<file path="src/rtl/plab2_mem_arb_pkg.sv">
// Shared types for the imem/dmem request arbiter.
// Port ids and the tag FIFO entry layout (domain bit under PLAB2_MEM_ARB_DOMAIN_FENCE_EN).
package plab2_mem_arb_pkg;

  localparam logic ARB_PORT_IMEM = 1'b0;
  localparam logic ARB_PORT_DMEM = 1'b1;

  typedef struct packed {
`ifdef PLAB2_MEM_ARB_DOMAIN_FENCE_EN
    logic domain;
`endif
    logic port;
  } arb_tag_t;

  localparam int ARB_TAG_NBITS = $bits(arb_tag_t);

endpackage

</file>
<file path="src/rtl/plab2_mem_arb_tag_fifo.sv">
// Synchronous tag FIFO, active-low sync reset, extra pointer bit for full/empty.
// Ports: clk, reset, push/push_data, pop, head (oldest), youngest (newest), full, empty.
module plab2_mem_arb_tag_fifo #(
  parameter int p_width = 1,
  parameter int p_depth = 4
) (
  input  logic               clk,
  input  logic               reset,
  input  logic               push,
  input  logic [p_width-1:0] push_data,
  input  logic               pop,
  output logic [p_width-1:0] head,
  output logic [p_width-1:0] youngest,
  output logic               full,
  output logic               empty
);

  localparam int AW = $clog2(p_depth);

  logic [AW:0]        wr_ptr;
  logic [AW:0]        rd_ptr;
  logic [AW-1:0]      last_idx;
  logic [p_width-1:0] mem [p_depth];
  logic               do_push;
  logic               do_pop;

  assign empty = (wr_ptr == rd_ptr);
  assign full  = (wr_ptr[AW] != rd_ptr[AW])
              && (wr_ptr[AW-1:0] == rd_ptr[AW-1:0]);

  assign do_push = push && !full;
  assign do_pop  = pop && !empty;

  assign last_idx = wr_ptr[AW-1:0] - AW'(1);
  assign head     = mem[rd_ptr[AW-1:0]];
  assign youngest = mem[last_idx];

  always_ff @(posedge clk) begin
    if (!reset) begin
      wr_ptr <= '0;
      rd_ptr <= '0;
    end else begin
      if (do_push) wr_ptr <= wr_ptr + 1'b1;
      if (do_pop)  rd_ptr <= rd_ptr + 1'b1;
    end
  end

  always_ff @(posedge clk) begin
    if (do_push) mem[wr_ptr[AW-1:0]] <= push_data;
  end

endmodule

</file>
<file path="src/rtl/plab2_mem_req_arbiter.sv">
// Merges imem/dmem requests onto one memory port (round-robin), steers in-order
// responses back by a tag FIFO. Optional macro: PLAB2_MEM_ARB_DOMAIN_FENCE_EN.
module plab2_mem_req_arbiter
  import plab2_mem_arb_pkg::*;
#(
  parameter int p_req_nbits       = 77,
  parameter int p_resp_nbits      = 47,
  parameter int p_max_outstanding = 4
) (
  input  logic                    clk,
  input  logic                    reset,
  input  logic                    domain,
  input  logic [p_req_nbits-1:0]  imemreq_msg,
  input  logic                    imemreq_val,
  output logic                    imemreq_rdy,
  input  logic [p_req_nbits-1:0]  dmemreq_msg,
  input  logic                    dmemreq_val,
  output logic                    dmemreq_rdy,
  output logic [p_resp_nbits-1:0] imemresp_msg,
  output logic                    imemresp_val,
  input  logic                    imemresp_rdy,
  output logic [p_resp_nbits-1:0] dmemresp_msg,
  output logic                    dmemresp_val,
  input  logic                    dmemresp_rdy,
  output logic [p_req_nbits-1:0]  memreq_msg,
  output logic                    memreq_val,
  input  logic                    memreq_rdy,
  output logic                    memreq_domain,
  input  logic [p_resp_nbits-1:0] memresp_msg,
  input  logic                    memresp_val,
  output logic                    memresp_rdy
);

  logic     favour_dmem_q;
  logic     grant_dmem;
  logic     grant_val;
  logic     stall;
  logic     accept;
  logic     pop;
  logic     full;
  logic     empty;
  logic     head_dmem;
  logic     tag_unused;
  arb_tag_t push_tag;
  arb_tag_t head_tag;
  arb_tag_t last_tag;

  assign grant_dmem = dmemreq_val
                   && (!imemreq_val || favour_dmem_q);
  assign grant_val  = imemreq_val || dmemreq_val;

`ifdef PLAB2_MEM_ARB_DOMAIN_FENCE_EN
  // Hold off a domain switch until every older response has drained.
  assign stall = full
              || (!empty && (domain != last_tag.domain));
`else
  assign stall = full;
`endif

  assign memreq_val    = reset && grant_val && !stall;
  assign memreq_msg    = grant_dmem ? dmemreq_msg : imemreq_msg;
  assign memreq_domain = domain;

  assign imemreq_rdy = reset && imemreq_val && !grant_dmem
                    && memreq_rdy && !stall;
  assign dmemreq_rdy = reset && grant_dmem
                    && memreq_rdy && !stall;

  assign accept = memreq_val && memreq_rdy;

  always_comb begin
    push_tag      = '0;
    push_tag.port = grant_dmem ? ARB_PORT_DMEM : ARB_PORT_IMEM;
`ifdef PLAB2_MEM_ARB_DOMAIN_FENCE_EN
    push_tag.domain = domain;
`endif
  end

  always_ff @(posedge clk) begin
    if (!reset) begin
      favour_dmem_q <= 1'b0;
    end else if (accept) begin
      favour_dmem_q <= !grant_dmem;
    end
  end

  assign head_dmem = (head_tag.port == ARB_PORT_DMEM);

  assign imemresp_msg = memresp_msg;
  assign dmemresp_msg = memresp_msg;
  assign imemresp_val = reset && memresp_val
                     && !empty && !head_dmem;
  assign dmemresp_val = reset && memresp_val
                     && !empty && head_dmem;

  assign memresp_rdy = reset && !empty
                    && (head_dmem ? dmemresp_rdy : imemresp_rdy);

  assign pop = memresp_val && memresp_rdy;

  assign tag_unused = ^{head_tag, last_tag};

  plab2_mem_arb_tag_fifo #(
    .p_width (ARB_TAG_NBITS),
    .p_depth (p_max_outstanding)
  ) u_tag_fifo (
    .clk       (clk),
    .reset     (reset),
    .push      (accept),
    .push_data (push_tag),
    .pop       (pop),
    .head      (head_tag),
    .youngest  (last_tag),
    .full      (full),
    .empty     (empty)
  );

endmodule

</file>
<file path="config.mk">
export PLATFORM = sky130hd
export DESIGN_NAME = plab2_mem_req_arbiter
export DESIGN_NICKNAME = d
export VERILOG_FILES = /design/src/rtl/plab2_mem_arb_pkg.sv /design/src/rtl/plab2_mem_arb_tag_fifo.sv /design/src/rtl/plab2_mem_req_arbiter.sv
export SDC_FILE = /design/constraint.sdc
export NUM_CORES = 1
export LEC_CHECK = 0
export ABC_AREA = 1
export BUFFER_PORTS_ARGS = -buffer_cell sky130_fd_sc_hd__buf_2
export CORE_AREA = 2 2 152 154
export CTS_BUF_LIST = sky130_fd_sc_hd__clkbuf_4 sky130_fd_sc_hd__clkbuf_8
export CTS_CLUSTER_SIZE = 16
export DETAILED_ROUTE_END_ITERATION = 7
export DIE_AREA = 0 0 154 156
export PLACE_DENSITY = 0.38
export SLEW_MARGIN = 20
export SYNTH_ARGS = -nofsm -noshare
export SYNTH_HDL_FRONTEND = slang
export SYNTH_SLANG_ARGS = --single-unit
</file>
<file path="constraint.sdc">
create_clock -name clk -period 2.11 [get_ports clk]
set_clock_uncertainty 0.2 [all_clocks]
set_input_delay 0.422 -clock clk [delete_from_list [all_inputs] [get_ports clk]]
set_output_delay 0.422 -clock clk [all_outputs]
set_load 0.005 [all_outputs]
</file>
==> run metrics <==
status completed; Ys Warns 0; first-pass GRT wire length 14600 microns; Multi-input gate area 1280 sq um; Hold Vio Cnt, Final 0; total number of vias 3024; pwr dens 334 nW/um^2; Hold Buf Count CTS 0; Post-route DRC 0; mux cell area share after synthesis 0; CTS Root Cell clkbuf_8; commonest non-fill, non-tap cell in the layout nand2_1; largest net degree at the start of global routing 45; register area 304 sq um; grt peak-use layer met2; DR pass1 iterations 4; cts bufs inserted 3; Max IR drop VDD ~0.16 mV; initial antenna violation count 0; final std cells w/o fill a little under 900; fraction of registers with async set or reset after synthesis 0; LEAKAGE 2.23 nW; GR Overflow Total 0; Compound-Gate Fraction of Synth Area 0.0159; grt met2 use 0.131; CP delay by family, top buffers and inverters; critical path fanouts, max 10; fraction of the mapped netlist area in adder cells 0.0257; critical path endpoint category primary output; Synth Area per Inst around 5.3 sq um; Port Buf Inserts around 240; XOR/XNOR share of the synthesized area 0.00719; DRT iter0 DRCs around 210; Post-synth top flop dfxtp_1; area of the core between 20000 and 25000 sq um; final hold slack roughly 0.27 ns; final setup fails 0; Max-Cap Viols 0; CTS tree yes; slowest cell on the critical path dfxtp_2; grt met1 use 0.0901; Post-Syn Area between 2000 and 2500 sq um; die area between 20000 and 25000 sq um; hpwl dp around 8600 microns; layout cell share with drive strength beyond 1 0.470; cell taking the most area after synthesis nand2_1; Largest stage delay, worst path 0.32 ns; startpoint types register; via density per instance 3.38; gpl congestion 0.707; fillcell total around 2600; sequential area share after synthesis 0.123; Buf/Inv on CP 4; Post-Syn Instances about 460; vias in the first global route around 2800; commonest cells after routing, fill and taps aside nand2_1, buf_2, inv_1; Synth area leaders nand2_1, buf_4, dfxtp_1; number of synthesized flops with an enable pin 4; Pins Over Slew Limit 0; CTS clk-pin slew, worst paths around 0.05 ns; crit-path cells inv_2 > a21oi_4 > buf_6 > buf_12 > nand2_1 > nand2_1 > buf_2; Slew headroom 0.859; largest family of logic cells by synthesized area simple AND/OR/NAND/NOR gates; die width 154 microns; fmax around 0.48 GHz; Top Ports 388; placed cell count a little under 900; Tcrit/Tclk final 0.983; Skew-Pair Late Insertion Delay between 0.2 and 0.25 ns; antenna-violating nets left 0; Die H 156 microns; CP arrival 1.45 ns; cell row count 55; top cell type's share of synthesized area 0.408; final worst path period need approximately 2.1 ns; routed wirelength normalized by instance count 12.8 microns; H-tree levels 1; crit path kind reg2out; Final #Nets just over 800; RSZ-0062 raised after global routing yes; Area Growth Syn to Fin 46.5%; Netlist cell types 19; Simple-Gate Fraction of Synth Area 0.464; Seq cells post-synth 13; CTS sink count 13; CP most frequent cell nand2_1; Initial Util 0.109; Ant. Diodes 0; total track usage 0.0761; GR Util met3 0.0350; hold crit path type in2reg; Worst Tran Pin Value about 0.21 ns; DRT Wirelength 11500 microns; Req. time, crit path roughly 1.5 ns; CTS max path bufs 2; Synth Net Count between 600 and 700
-- metrics by stage --
step	area, sq um	setup TNS, ns	total power, mW	setup WS, ns	util
2_1_floorplan	2440	0	0.687	0.337	-
3_3_place_gp	3320	0	0.907	0.0728	0.149
3_5_place_dp	3320	0	0.900	0.0604	0.149
4_1_cts	3380	0	1.14	0.00551	0.151
5_1_grt	3570	-2.30	1.30	-0.0576	0.160
6_report	3570	0	1.19	0.0369	0.160
-- per-layer routing --
metal  share of wire  up-vias
met5               0        -
met4          0.0012        0
met3            0.11        2
met2            0.48      202
met1            0.42     1254
li1                -     1566
-- cell families (layout without fill, tap and decap cells) --
kind of cell,Yosys count,in the layout
and+or+nand+nor,294,294
buffers and inverters,138,290
DFF,13,13
adders and majority gates,5,5
AOI/OAI and AO/OA,5,5
xor gates and xnor gates,2,2
-- power breakdown --
group	switching, mW	internal (mW)
Sequential	0.00792	0.269
Combinational	0.342	0.340
Clock	0.0857	0.146
Total	0.436	0.755
-- worst paths after layout --
path / startpoint / endpoint / slack [ns] / cells after the start
max reg2reg: u_tag_fifo.wr_ptr[1] / u_tag_fifo.mem[0] / 0.48 / 7
min reg2reg: u_tag_fifo.wr_ptr[2] / u_tag_fifo.wr_ptr[2] / 0.32 / 2
max: favour_dmem_q / memreq_msg[55] / 0.04 / 7
min: reset / u_tag_fifo.wr_ptr[1] / 0.27 / 3
-- Yosys cell counts (2+ instances only) --
cell type	instances
nand2_1	265
buf_4	96
inv_1	22
nor2_1	16
clkbuf_1	11
dfxtp_1	9
nand3_1	9
buf_2	6
ha_1	5
edfxtp_1	4
a21oi_1	3
inv_2	3
xor2_1	2
-- cell type report --
cell class	instances	share of cell area
Timing Repair Buffer	261	0.417
Sequential cell	13	0.0852
Inverter	25	0.0263
Multi-Input combinational cell	306	0.358
Clock buffer	4	0.0137
Tap cell	285	0.0999
-- what timing repair did --
item,CTS,global route
setup buffers,0,4
setup endpoints to repair,2,82
cloned,0,6
resized for setup,2,15
endpoints found under the hold margin,0,0
pin swaps,0,1
-- tightest hold or removal path, cell delays in order --
cell and delay [ns]:
buf_2 0.14, nand2_1 0.07, nor2_1 0.03
Note: power is estimated with default switching activity, not from simulation.
